--- src/rtl/fft_sdf_stage_if.sv ---
// fft_sdf_stage_if: sample stream into and out of one SDF FFT stage.
// master feeds samples in; slave (the stage) returns butterfly results.
interface fft_sdf_stage_if #(
   parameter int DW = 18
);
   logic                in_valid;
   logic                in_sof;
   logic [2*DW-1:0]     in_data;
   logic                out_valid;
   logic                out_sof;
   logic [2*(DW+1)-1:0] out_data;
   logic                out_err;

   modport master (
      output in_valid, in_sof, in_data,
      input  out_valid, out_sof, out_data, out_err
   );

   modport slave (
      input  in_valid, in_sof, in_data,
      output out_valid, out_sof, out_data, out_err
   );
endinterface

--- src/rtl/fft_sdf_stage.sv ---
// fft_sdf_stage: radix-2 single-path delay-feedback FFT stage, 3-cycle latency.
// Define FFT_SDF_ROUND_EN for round-half-up twiddle scaling (floor otherwise).
module fft_sdf_stage #(
   parameter int N  = 8,
   parameter int DW = 18,
   parameter int TW = 16
) (
   input  logic           clk,
   input  logic           rstn,
   fft_sdf_stage_if.slave bus_io
);
   localparam int LN = $clog2(N);
   localparam int HN = N / 2;
   localparam int KW = LN - 1;
   localparam int OW = DW + 1;
   localparam int PW = OW + TW + 1;
   localparam int SH = TW - 2;

   typedef logic signed [OW-1:0] ow_t;
   typedef logic signed [PW-1:0] pw_t;

   localparam real PI = 3.14159265358979323846;
   localparam real SC = 2.0 ** SH;
   localparam pw_t HI = (pw_t'(1) <<< (OW - 1)) - pw_t'(1);
   localparam pw_t LO = -(pw_t'(1) <<< (OW - 1));
`ifdef FFT_SDF_ROUND_EN
   localparam pw_t RND = pw_t'(1) <<< (SH - 1);
`else
   localparam pw_t RND = '0;
`endif

   function automatic logic signed [TW-1:0] tw_rnd(input real x);
      real r;
      r = (x >= 0.0) ? x + 0.5 : x - 0.5;
      return TW'($rtoi(r));
   endfunction

   function automatic ow_t sat(input pw_t v);
      if (v > HI) return ow_t'(HI);
      if (v < LO) return ow_t'(LO);
      return ow_t'(v);
   endfunction

   logic signed [TW-1:0] wr_rom [HN];
   logic signed [TW-1:0] wi_rom [HN];

   for (genvar g = 0; g < HN; g++) begin : g_rom
      assign wr_rom[g] = tw_rnd(SC * $cos(2.0 * PI * g / N));
      assign wi_rom[g] = -tw_rnd(SC * $sin(2.0 * PI * g / N));
   end

   logic [LN-1:0]   cnt_q, cnt_d;
   logic            primed_q, primed_d;
   logic            acc, rsync, ph_b;
   logic [LN-1:0]   idx;
   logic [KW-1:0]   k;
   ow_t             xr, xi, ar, ai;
   ow_t             sr, si, dr_n, di_n;
   logic [2*OW-1:0] wdat;
   logic [2*OW-1:0] mem_q [HN];
   pw_t             pr, pim;
   logic signed [TW-1:0] wr, wi;

   assign acc   = bus_io.in_valid;
   assign rsync = acc & bus_io.in_sof & (cnt_q != '0);
   assign idx   = bus_io.in_sof ? '0 : cnt_q;
   assign k     = idx[KW-1:0];
   assign ph_b  = idx[LN-1];

   assign xr = ow_t'($signed(bus_io.in_data[DW-1:0]));
   assign xi = ow_t'($signed(bus_io.in_data[2*DW-1:DW]));

   assign {ai, ar} = mem_q[k];

   assign sr   = ar + xr;
   assign si   = ai + xi;
   assign dr_n = ar - xr;
   assign di_n = ai - xi;
   assign wdat = ph_b ? {di_n, dr_n} : {xi, xr};

   assign wr  = wr_rom[k];
   assign wi  = wi_rom[k];
   assign pr  = pw_t'(ar) * pw_t'(wr) - pw_t'(ai) * pw_t'(wi);
   assign pim = pw_t'(ar) * pw_t'(wi) + pw_t'(ai) * pw_t'(wr);

   // frame position and primed flag; resync forces index 0
   always_comb begin
      cnt_d    = cnt_q;
      primed_d = primed_q;
      if (acc) begin
         cnt_d = idx + LN'(1);
         if (rsync)
            primed_d = 1'b0;
         else if (idx == LN'(N - 1))
            primed_d = 1'b1;
      end
   end

   // counter and primed state
   always_ff @(posedge clk or negedge rstn) begin
      if (!rstn) begin
         cnt_q    <= '0;
         primed_q <= 1'b0;
      end else begin
         cnt_q    <= cnt_d;
         primed_q <= primed_d;
      end
   end

   // delay line: phase A parks x, phase B parks a-b
   always_ff @(posedge clk) begin
      if (acc) mem_q[k] <= wdat;
   end

   logic        s1_v_q, s1_sof_q, s1_err_q, s1_b_q;
   pw_t         s1_pr_q, s1_pi_q;
   ow_t         s1_sr_q, s1_si_q;

   // multiply register: twiddle product, sum carried alongside
   always_ff @(posedge clk or negedge rstn) begin
      if (!rstn) begin
         s1_v_q   <= 1'b0;
         s1_sof_q <= 1'b0;
         s1_err_q <= 1'b0;
         s1_b_q   <= 1'b0;
         s1_pr_q  <= '0;
         s1_pi_q  <= '0;
         s1_sr_q  <= '0;
         s1_si_q  <= '0;
      end else begin
         s1_v_q   <= acc & (ph_b | (primed_q & ~rsync));
         s1_sof_q <= acc & ph_b & (k == '0);
         s1_err_q <= rsync;
         s1_b_q   <= ph_b;
         s1_pr_q  <= pr;
         s1_pi_q  <= pim;
         s1_sr_q  <= sr;
         s1_si_q  <= si;
      end
   end

   pw_t             rr, ri;
   logic [2*OW-1:0] s2_d;

   assign rr   = (s1_pr_q + RND) >>> SH;
   assign ri   = (s1_pi_q + RND) >>> SH;
   assign s2_d = s1_b_q ? {s1_si_q, s1_sr_q}
                        : {sat(ri), sat(rr)};

   logic            s2_v_q, s2_sof_q, s2_err_q;
   logic [2*OW-1:0] s2_d_q;

   // scale register: shift, saturate, select path
   always_ff @(posedge clk or negedge rstn) begin
      if (!rstn) begin
         s2_v_q   <= 1'b0;
         s2_sof_q <= 1'b0;
         s2_err_q <= 1'b0;
         s2_d_q   <= '0;
      end else begin
         s2_v_q   <= s1_v_q;
         s2_sof_q <= s1_sof_q;
         s2_err_q <= s1_err_q;
         s2_d_q   <= s2_d;
      end
   end

   logic            out_v_q, out_sof_q, out_err_q;
   logic [2*OW-1:0] out_d_q;

   // output register; data holds between valid beats
   always_ff @(posedge clk or negedge rstn) begin
      if (!rstn) begin
         out_v_q   <= 1'b0;
         out_sof_q <= 1'b0;
         out_err_q <= 1'b0;
         out_d_q   <= '0;
      end else begin
         out_v_q   <= s2_v_q;
         out_sof_q <= s2_sof_q;
         out_err_q <= s2_err_q;
         if (s2_v_q) out_d_q <= s2_d_q;
      end
   end

   assign bus_io.out_valid = out_v_q;
   assign bus_io.out_sof   = out_sof_q;
   assign bus_io.out_err   = out_err_q;
   assign bus_io.out_data  = out_d_q;
endmodule

--- src/flat_wrapper.sv ---
// flat-port wrapper written by rule: the top's interface ports become plain ports
module fft_sdf_stage_flat 
#(
   parameter int N  = 8,
   parameter int DW = 18,
   parameter int TW = 16
)
  (clk, rstn, bus_io_in_valid, bus_io_in_sof, bus_io_in_data, bus_io_out_valid, bus_io_out_sof, bus_io_out_data, bus_io_out_err);
  fft_sdf_stage_if #(.DW(DW)) bus_io_i ();
  input  logic clk;
  input  logic rstn;
  input wire logic [$bits(bus_io_i.in_valid)-1:0] bus_io_in_valid;
  input wire logic [$bits(bus_io_i.in_sof)-1:0] bus_io_in_sof;
  input wire logic [$bits(bus_io_i.in_data)-1:0] bus_io_in_data;
  output wire logic [$bits(bus_io_i.out_valid)-1:0] bus_io_out_valid;
  output wire logic [$bits(bus_io_i.out_sof)-1:0] bus_io_out_sof;
  output wire logic [$bits(bus_io_i.out_data)-1:0] bus_io_out_data;
  output wire logic [$bits(bus_io_i.out_err)-1:0] bus_io_out_err;
  assign bus_io_i.in_valid = bus_io_in_valid;
  assign bus_io_i.in_sof = bus_io_in_sof;
  assign bus_io_i.in_data = bus_io_in_data;
  assign bus_io_out_valid = bus_io_i.out_valid;
  assign bus_io_out_sof = bus_io_i.out_sof;
  assign bus_io_out_data = bus_io_i.out_data;
  assign bus_io_out_err = bus_io_i.out_err;
  fft_sdf_stage #(.N(N), .DW(DW), .TW(TW)) u_core (.clk(clk), .rstn(rstn), .bus_io(bus_io_i));
endmodule
--- config.mk ---
export PLATFORM = sky130hd
export DESIGN_NAME = fft_sdf_stage_flat
export DESIGN_NICKNAME = d
export VERILOG_FILES = /design/src/rtl/fft_sdf_stage_if.sv /design/src/rtl/fft_sdf_stage.sv /design/src/flat_wrapper.sv
export SDC_FILE = /design/constraint.sdc
export NUM_CORES = 2
export LEC_CHECK = 0
export BUFFER_PORTS_ARGS = -buffer_cell sky130_fd_sc_hd__buf_2
export CAP_MARGIN = 20
export CORE_ASPECT_RATIO = 1.2
export CORE_UTILIZATION = 25
export DETAILED_ROUTE_END_ITERATION = 6
export PLACE_DENSITY = 0.45
export REMOVE_ABC_BUFFERS = 1
export SETUP_SLACK_MARGIN = 0.15
export SYNTH_ARGS = -nofsm -noshare
export SYNTH_HDL_FRONTEND = slang
export SYNTH_SLANG_ARGS = --single-unit
--- constraint.sdc ---
create_clock -name clk -period 11.91 [get_ports clk]
set_clock_uncertainty 0.15 [all_clocks]
set_input_delay 2.382 -clock clk [delete_from_list [all_inputs] [get_ports clk]]
set_output_delay 2.382 -clock clk [all_outputs]
set_load 0.01 [all_outputs]
Word-level counts from Yosys, hierarchy flattened
Memories as Yosys holds them, arrays and structs flattened.
Cells that the tools add are included.
{ "word_totals": {"register_bits": 200, "latch_bits": 0, "mem_bits_rw": 152, "rom_bits": 0, "out_inout_bits": 41, "wordCells": 76, "memories": 1} }
{ "op_classes": {"n_addsub": 7, "n_mul": 4, "div_mod_pow": 0, "n_lt_le_gt_ge": 5, "eq_ne": 1, "shift": 0, "mux": 27, "bitwise": 9, "n_reduce_logical": 4} }
{ "mem_list": {"columns": ["memory", "words", "width", "rd", "rd_ports_with_merged_regs", "write_ports", "line", "rtl"], "rows": [
  ["u_core.mem_q", 4, 38, 1, 0, 1, "fft_sdf_stage.sv:60", "logic [2*OW-1:0] mem_q [HN];"]
]} }
{ "ops": {"columns": ["op", "count"], "rows": [
  ["$mux W19", 8],
  ["$mul A19 B16 Y35", 4],
  ["$mux W38", 2],
  ["$bmux W16 S2", 2],
  ["$mux W16", 4],
  ["$gt A22 B19 Y1 const B", 2],
  ["$lt A22 B19 Y1 const B", 2],
  ["$add A19 B18 Y19", 2],
  ["$sub A19 B18 Y19", 2],
  ["$add A36 B36 Y36", 1],
  ["$sub A36 B36 Y36", 1],
  ["$mux W1", 10],
  ["$and A1 B1 Y1", 6],
  ["$add A3 B1 Y3 const B", 1],
  ["$eq A3 B3 Y1 const B", 1],
  ["$ge A3 B3 Y1 const B", 1],
  ["$mux W3", 1],
  ["$not A2 Y3", 1],
  ["$reduce_bool A3 Y1", 1],
  ["$logic_not A2 Y1", 1],
  ["$reduce_and A2 Y1", 1],
  ["$reduce_bool A2 Y1", 1],
  ["$not A1 Y1", 1],
  ["$or A1 B1 Y1", 1]
]} }

Longest topological paths before layout
{ "logic_depth": {"depth_word": 7, "ltp_mapped": 43, "ltp_nobuf": 42} }

Worst setup path before layout
OpenSTA, ideal clock, no wires.
{ "synth_path": {"kind": "input port to flip-flop", "startpoint": "input bus_io_in_sof", "endpoint": "register u_core.s1_pi_q[30]", "arrival_ns": 11.394, "setup_slack_ns": 0.239, "path_stages": 36, "n_path_buf": 2, "cell_sequence": "buf_4 inv_2 o21ai_1 inv_1 buf_1 nor2_1 or4_1 nor2_1 nand2_1 fa_1 fa_1 fa_1 fa_1 inv_1 fa_1 fa_1 ha_1 a21o_1 a21oi_1 o21ai_0 a21oi_1 nand2b_1 a31o_2 a21oi_1 o21bai_1 a31oi_1 a21boi_0 xor2_1 ha_1 a21o_1 a21o_1 a22o_1 a21oi_1 nor2b_1 o21ai_1 xor2_1"} }
{ "synth_via": {"elab_chain_len": 7, "elab_cells_between_ends": 12} }
{ "synth_lines": {"columns": ["element", "line", "rtl"], "rows": [
  ["start, declared", "flat_wrapper.sv:13", "input wire logic [$bits(bus_io_i.in_sof)-1:0] bus_io_in_sof;"],
  ["$mux W3 (*)", "fft_sdf_stage.sv:66", "assign idx = bus_io.in_sof ? '0 : cnt_q;"],
  ["$not A2 Y3 (implied by the code)", "fft_sdf_stage.sv:81, fft_sdf_stage.sv:82", null],
  ["$bmux W16 S2, on equally long branches", "fft_sdf_stage.sv:82, fft_sdf_stage.sv:81", null],
  ["$mux W16, on equally long branches (2 in series)", "fft_sdf_stage.sv:82, fft_sdf_stage.sv:81", null],
  ["$mul A19 B16 Y35", "fft_sdf_stage.sv:84", "assign pim = pw_t'(ar) * pw_t'(wi) + pw_t'(ai) * pw_t'(wr);"],
  ["$add A36 B36 Y36 (*)", "fft_sdf_stage.sv:84", null],
  ["via u_core.pim[30]", "fft_sdf_stage.sv:61", "pw_t pr, pim;"],
  ["end signal, assigned", "fft_sdf_stage.sv:136", "s1_pi_q <= pim;"],
  ["end, declared", "fft_sdf_stage.sv:116", "pw_t s1_pr_q, s1_pi_q;"]
]} }
Mark *: on every way through the listed nets, which the timed path passes. The rest lies on a longest branch. The select of a mux whose other input is x is not followed.
A chain may end at the register's enable or synchronous reset.

Worst setup path in the final report
{ "layout_path": {"startpoint": "input bus_io_in_sof", "endpoint": "register u_core.s1_pr_q[35]"} }
{ "layout_via": {"elab_chain_len": 7, "elab_cells_between_ends": 12} }
{ "layout_lines": {"columns": ["element", "line", "rtl"], "rows": [
  ["$mux W3 (*)", "fft_sdf_stage.sv:66", null],
  ["$not A2 Y3 (implied by the code)", "fft_sdf_stage.sv:81, fft_sdf_stage.sv:82", null],
  ["$bmux W16 S2, on equally long branches", "fft_sdf_stage.sv:81, fft_sdf_stage.sv:82", null],
  ["$mux W16, on equally long branches (2 in series)", "fft_sdf_stage.sv:81, fft_sdf_stage.sv:82", null],
  ["$mul A19 B16 Y35", "fft_sdf_stage.sv:83", "assign pr = pw_t'(ar) * pw_t'(wr) - pw_t'(ai) * pw_t'(wi);"],
  ["$sub A36 B36 Y36 (*)", "fft_sdf_stage.sv:83", null],
  ["via u_core.pr[35]", "fft_sdf_stage.sv:61", null],
  ["end signal, assigned", "fft_sdf_stage.sv:135", "s1_pr_q <= pr;"],
  ["end, declared", "fft_sdf_stage.sv:116", null]
]} }
Marks and branches as above.

==> impl_metrics.toml <==
[clocking]
tritoncts_clock_tree = "yes"
clock_root_buffer_master = "clkbuf_16"
clock_sink_total = 324
clkSlewWorstSetupHoldPaths_ns = 0.07
max-clock-path-buffers = 3
post_cts_hold_buffer_count = 0
cts-htree-levels = 2
cts-buffers-inserted = 35
clk_latency_ns = 0.59

[run]
max-cap-violations = 0

[placed_design]
routabilityCongestion = 0.899
dp_worst_setup_slack_ns = -0.140
numPortBuffers = 80
hpwl_um = 135000

[finish]
final_core_util_pct = 29.0
nets = 7266
area.sequential_um2 = 8870
final_layout_size_suffix_gt1_share_pct = 11.6
num-fill-cells = 21932
layout.cells.most_common_list = "inv_1, fa_1, ha_1"
layout.cells.most_common = "inv_1"
multi_input_area_um2 = 37900
area_growth_pct = 15.4

[synth]
synth.top_cell.area_share_pct = 34.2
synth.area.top_cells = "fa_1, ha_1, inv_1"
mappedNetlistArea_um2 = 52000
synthesis.instances = 5271
ys_async_sr_fraction_pct = 53.1
synth-seq-cells = 324
dominantRegCellSynth = "dfrtp_1"
syn_avg_cell_area_um2 = 9.87
synth.largest_area_cell = "fa_1"
post_synth_num_cell_types = 96
synth_seq_area_share_pct = 17.1
yosysWarnings = 0
synth-edff-count = 152

[setup_path]
critPathMaxStageDelay_ns = 0.56
worst_setup_path_start_kind = "input pin"
worstPathRequired_ns = 12.22
worst_setup_path_end_kind = "register"
critPathSlowestCell = "fa_1"
cp_arrival_ns = 11.59
worstSetupPathType = "in2reg"
timing.critical_path.fanout_max = 19
critPathMostFrequentCell = "fa_1"
worst-r2r-setup-slack_ns = 1.17

[sta]
final_setup_violating_endpoints = 0
timing.final.crit_share_pct = 94.7
max_slew.worst_pin.slew_ns = 1.07
unrepaired_setup_endpoints_after_global_routing = "true"
post-route-worst-setup-slack_ns = 0.626
slew_viol_final = 0
worst_hold_slack_across_all_endpoints_ns = 0.206
slew-limit-headroom_pct = 27.9
finalHoldViolCount = 0
layout_min_cycle_time_ns = 11.28
fmax_mhz = 88.6

[die]
initial_utilization_pct = 25.1
row_cnt = 183
floorplan.io_pins = 81
fp.dieH_um = 502
core_area_um2 = 207000
die_width_um = 418
die_area_um2 = 210000

[detailed_routing]
drc = 0
first_iter_violations = 1869
vias_post_dr = 36646
routedWlPerCell_um = 18.1
finalWirelength_um = 154000
antenna_left = 0
firstDrtPassIters = 6
route.detailed.vias_per_inst = 4.31

[global_routing]
via_count_of_the_first_global_routing_pass = 39642
grt_overflow = 0
wire_length_of_the_first_global_routing_pass_um = 239000
grt_max_degree = 69
initial_antenna_violation_count = 12
grt.total_usage_pct = 15.1

[status]
outcome = "complete, no violations"

[worst_hold_path]
hold_path.class = "reg2reg"
## path summary, 6_finish.rpt
path,from,end,depth (start not counted)
min in group asynchronous,rstn,u_core.s1_si_q[12],1
min reg2reg,u_core.s1_sof_q,u_core.s2_sof_q,0
max reg2reg,u_core.cnt_q[1],u_core.s1_pr_q[34],42
min,u_core.s1_sof_q,u_core.s2_sof_q,0
max in group asynchronous,rstn,u_core.s1_pr_q[14],2
max,bus_io_in_sof,u_core.s1_pr_q[35],38
## routing by layer
| layer | GRT usage, % | part of all wire, % | vias up | routed length, um |
|---|---|---|---|---|
| met4 | 5.73 | 4.4 | 12 | 6710 |
| met2 | 27.3 | 51 | 491 | 79200 |
| li1 | - | - | 17390 | - |
| met1 | 18.6 | 42 | 18614 | 64200 |
| met5 | 0 | 0.052 | - | 80 |
| met3 | 0.985 | 2.5 | 139 | 3830 |
## what timing repair did
action,in CTS,in global routing
endpoints found under the setup margin,0,13
resized for setup,0,16
hold endpoints to repair,0,0
setup buffers,0,2
## metrics by stage
step / setup TNS (ns) / area [um2] / cells
3_5_place_dp: -0.486 / 58700 / 8427
6_report: 0 / 60000 / 8497
4_1_cts: 0 / 59900 / 8490
5_1_grt: 0 / 60000 / 8494
2_1_floorplan: -18.06 / 51600 / 5178
3_3_place_gp: -0.123 / 58700 / 8425
## cell usage after synthesis (17+ instances only)
cell,count
inv_1,1314
fa_1,888
ha_1,646
nor2_1,325
nand2_1,304
xnor2_1,203
a21oi_1,196
o21ai_0,178
dfrtp_1,172
edfxtp_1,152
a21o_1,88
clkbuf_1,71
xor2_1,69
nor3_1,65
nand2b_1,58
mux2_2,44
nand3_1,44
nor2b_1,32
and3_1,25
o22ai_1,25
o21a_1,24
o21bai_1,21
or2_2,20
a31oi_1,18
and2_1,18
a211oi_1,17
## final cells by class
| class | instances | area share, % |
|---|---|---|
| Clock inverter | 13 | 0.238 |
| Sequential cell | 324 | 14.8 |
| Inverter | 1317 | 8.25 |
| Antenna cell | 4 | 0.0167 |
| Tap cell | 2775 | 5.79 |
| Multi-Input combinational cell | 3537 | 63.2 |
| Clock buffer | 50 | 1.79 |
| Timing Repair Buffer | 477 | 5.95 |
## registers in the layout, summed over array words and instances, names as in the netlist
signal,count
u_core.s1_err_q,1
u_core.s1_sof_q,1
u_core.s2_err_q,1
u_core.mem_q,152
u_core.bus_io.out_valid,1
u_core.s1_si_q,19
u_core.s1_sr_q,19
u_core.s1_v_q,1
u_core.s2_sof_q,1
u_core.s1_pi_q,22
u_core.bus_io.out_err,1
u_core.bus_io.out_data,38
u_core.s2_v_q,1
u_core.s1_pr_q,22
u_core.primed_q,1
u_core.s1_b_q,1
u_core.bus_io.out_sof,1
u_core.cnt_q,3
u_core.s2_d_q,38
## cell families after synthesis
group	share of synthesized area [%]
buffers and inverters	10.2
xor gates and xnor gates	4.58
DFF	17.1
muxes	1.15
AOI/OAI and AO/OA	9.03
other	0.00721
adders and majority gates	49.8
and+or+nand+nor	8.19
## critical path, delay by kind of cell
family	cells	cell delay (ns)
fa+ha+maj	8	3.78
xor+xnor	1	0.25
buf+inv	9	1.05
simple gates	7	1.33
compound gates	13	2.79
Power is not shown: default switching activity piles up to over one toggle a cycle in this logic, so the estimate is an artifact.
